--- config.mk ---
export PLATFORM = sky130hd
export DESIGN_NAME = skid_fifo2
export DESIGN_NICKNAME = d
export VERILOG_FILES = /design/src/rtl/skid_fifo2.sv
export SDC_FILE = /design/constraint.sdc
export NUM_CORES = 1
export LEC_CHECK = 0
export BUFFER_PORTS_ARGS = -buffer_cell sky130_fd_sc_hd__buf_4
export CAP_MARGIN = 20
export CORE_MARGIN = 1
export CORE_UTILIZATION = 52
export CTS_BUF_LIST = sky130_fd_sc_hd__clkbuf_4 sky130_fd_sc_hd__clkbuf_8
export CTS_CLUSTER_DIAMETER = 40
export DETAILED_ROUTE_END_ITERATION = 10
export GPL_TIMING_DRIVEN = 0
export HOLD_SLACK_MARGIN = 0.1
export PLACE_DENSITY = 0.8
export SYNTH_ARGS = -nofsm -noshare
export SYNTH_HDL_FRONTEND = slang
export SYNTH_SLANG_ARGS = --single-unit
--- constraint.sdc ---
create_clock -name clk -period 2.3 [get_ports clk]
set_input_delay 0.345 -clock clk [delete_from_list [all_inputs] [get_ports clk]]
set_output_delay 0.345 -clock clk [all_outputs]
set_load 0.1 [all_outputs]
--- src/rtl/skid_fifo2.sv ---
// Two-entry FIFO. A push into a full FIFO is ignored unless a pop happens
// in the same cycle; occ_next exposes the occupancy after this cycle.
module skid_fifo2 #(
  parameter int unsigned DW = 8
) (
  input  logic          clk,
  input  logic          rst,
  input  logic          push,
  input  logic [DW-1:0] push_data,
  input  logic          pop,
  output logic [DW-1:0] pop_data,
  output logic          full,
  output logic          empty,
  output logic [1:0]    occ_next
);

  logic [DW-1:0] mem [2];
  logic          rd_ptr;
  logic          wr_ptr;
  logic [1:0]    occ;
  logic          do_push;
  logic          do_pop;

  assign full     = (occ == 2'd2);
  assign empty    = (occ == 2'd0);
  assign pop_data = mem[rd_ptr];

  // Qualify push/pop against occupancy and derive the next occupancy.
  always_comb begin
    do_pop  = pop && !empty;
    do_push = push && (!full || do_pop);
    unique case ({do_push, do_pop})
      2'b10:   occ_next = occ + 2'd1;
      2'b01:   occ_next = occ - 2'd1;
      default: occ_next = occ;
    endcase
  end

  // Storage, pointers and occupancy.
  always_ff @(posedge clk) begin
    if (rst) begin
      rd_ptr <= 1'b0;
      wr_ptr <= 1'b0;
      occ    <= 2'd0;
    end else begin
      if (do_push) begin
        mem[wr_ptr] <= push_data;
        wr_ptr      <= ~wr_ptr;
      end
      if (do_pop) begin
        rd_ptr <= ~rd_ptr;
      end
      occ <= occ_next;
    end
  end

endmodule

==> flow_metrics.tcl <==
set metrics [dict create \
    outcome "completed" \
    crit_path_start_kind "flip-flop" \
    max_stage_delay_ns 0.39 \
    grt_use_total 0.168 \
    fin_crit_ns 2.20 \
    placement_rows 14 \
    worstMarginPinSlew_ns 1.07 \
    synth-seq-cells 21 \
    grt_pass1_vias 513 \
    area_delta_synth_final_pct 30.1 \
    gp_congestion 0.672 \
    drv_cap 0 \
    crit_path_max_fanout 5 \
    ant_nets 0 \
    vias 505 \
    finClkSkew_ns 0.00635 \
    crit_chain "nand2b_4 > o21ai_4 > ha_1 > nor2_4 > xor2_1 > buf_6" \
    grt_start_max_net_pins 13 \
    setup_viol 0 \
    clockBufferDepth 2 \
    syn_avg_cell_area_um2 15.9 \
    routed_wirelength_um 1350 \
    seqCellArea_um2 586 \
    fin_hold_ws_ns 0.217 \
    drv_slew 0 \
    syn_area_um2 843 \
    critical_path.n_buffers_inverters 1 \
    diodes 0 \
    drtIter0Drc 8 \
    dieArea_um2 1790 \
    drc 0 \
    crit_family "flip-flops" \
    ys_warn_count 0 \
    worst_setup_path_end_kind "output port" \
    fp.dieH_um 42.3 \
    dp_hpwl_um 931 \
    cts.sinks 21 \
    via_per_inst 5.21 \
    die_w_um 42.3 \
    final_common_cell "buf_4" \
    worstSkewPairLatency_ns 0.30 \
    fp.coreArea_um2 1510 \
    htreeDepth 1 \
    final_cell_mix "buf_4 (22), edfxtp_1 (16), mux2_2 (8), nor2_1 (5)" \
    crit_path_top_delay_cell "dfxtp_4" \
    overflow 0 \
    worstSetupPathType "reg -> out" \
    drt-wirelength-per-cell_um 13.9 \
    hold_buffers 0 \
    clk_pin_slew_ns 0.12 \
    drive_gt1_frac 0.543 \
    multiInputGateArea_um2 270 \
    timing.fmax_mhz 454 \
    grt_pass1_wl_um 2080 \
    cts_tree "yes" \
    fin_crit_sh 0.957 \
    syn_inst 53 \
    cts_inserted_buffers 3 \
    pin_count 24 \
    fin_util 0.728 \
    portBuffers 22 \
    cp.required_ns 1.96 \
    nets 95 \
    ys_seq_area_frac 0.688 \
    synthDistinctLibCells 19 \
    final_hold_viol_count 0 \
    antenna_found_initial 0 \
    arrival_ns 1.86 \
    slew_headroom 0.281 \
    fillCellCount 100 \
    dr.pass1.iters 2 \
    initial_utilization 0.560 \
    tns_ns 0 \
    cts_root_buf "clkbuf_4" \
    synth.net_count 66 \
    holdCritPathClass "in -> reg" \
]
cells in the mapped netlist:
cell      instances  share of area
o21ai_4           1          0.019
xnor2_1           3          0.031
nor2_1            5          0.022
nor3_1            1         0.0059
mux2_2            8           0.11
mux2_1            1          0.013
mux2_4            1          0.018
o21a_1            1         0.0089
ha_1              1          0.015
nand2b_1          1         0.0074
nor2b_1           3          0.022
nor3b_1           1         0.0089
inv_1             1         0.0044
nor2_2            1         0.0074
buf_2             1         0.0059
xor2_1            1          0.010
edfxtp_1         16           0.57
dfxtp_1           5           0.12
buf_1             1         0.0044
cell families (layout without fill, tap and decap cells):
| family | Yosys count | count (layout) | synth area share |
|---|---|---|---|
| flops | 21 | 21 | 0.688 |
| simple gates | 12 | 12 | 0.0742 |
| buf+inv | 3 | 31 | 0.0148 |
| xor+xnor | 4 | 4 | 0.0416 |
| mux | 10 | 10 | 0.138 |
| fa+ha+maj | 1 | 1 | 0.0148 |
| compound gates | 2 | 2 | 0.0282 |
final timing paths:
kind / start / cells past startpoint / slack (ns) / endpoint
worst min-delay path: push_data[2] / 1 / 0.22 / mem[0][2]$_DFFE_PP_
worst min register to register: rd_ptr$_SDFFE_PP0P_ / 2 / 0.54 / rd_ptr$_SDFFE_PP0P_
worst max register to register: occ[0]$_SDFF_PP0_ / 5 / 0.35 / mem[1][1]$_DFFE_PP_
worst max-delay path: occ[0]$_SDFF_PP0_ / 6 / 0.1 / occ_next[1]
routing by layer:
layer | share of wire | vias to the layer above | global-route usage | wire length (µm)
li1 | - | 243 | - | -
met3 | 0.055 | 2 | 0.0733 | 74
met1 | 0.39 | 244 | 0.174 | 519
met2 | 0.55 | 16 | 0.289 | 741
met4 | 0.0096 | 0 | 0.0750 | 13
met5 | 0 | - | 0 | 0
layout make-up:
type	instances	share of cell area
Sequential cell	21	0.534
Multi-Input combinational cell	29	0.246
Timing Repair Buffer	24	0.165
Clock buffer	3	0.0205
Tap cell	16	0.0182
Buffer	2	0.00798
Clock inverter	1	0.00456
Inverter	1	0.00342
registers in the layout, indices dropped and copies added (netlist names), named ones only:
| register | flops |
|---|---|
| mem | 16 |
| occ | 2 |
| rd_ptr | 1 |
| wr_ptr | 1 |
per-stage QoR:
stage	instances	cell area, µm²	worst slack (ns)
global route	97	1100	-0.000218
detailed placement	92	1030	0.285
finish	97	1100	0.0982
CTS	97	1070	0.00461
global placement	91	1030	0.285
floorplan	53	843	-0.615
timing repair:
item	in CTS	in global routing
endpoints found under the setup margin	1	2
setup buffers	1	0
pin swaps	1	0
resized for setup	2	5
Power is left out: the tool's default activity adds up to more than one toggle a clock period on the data nets, which glitch-free logic cannot reach.
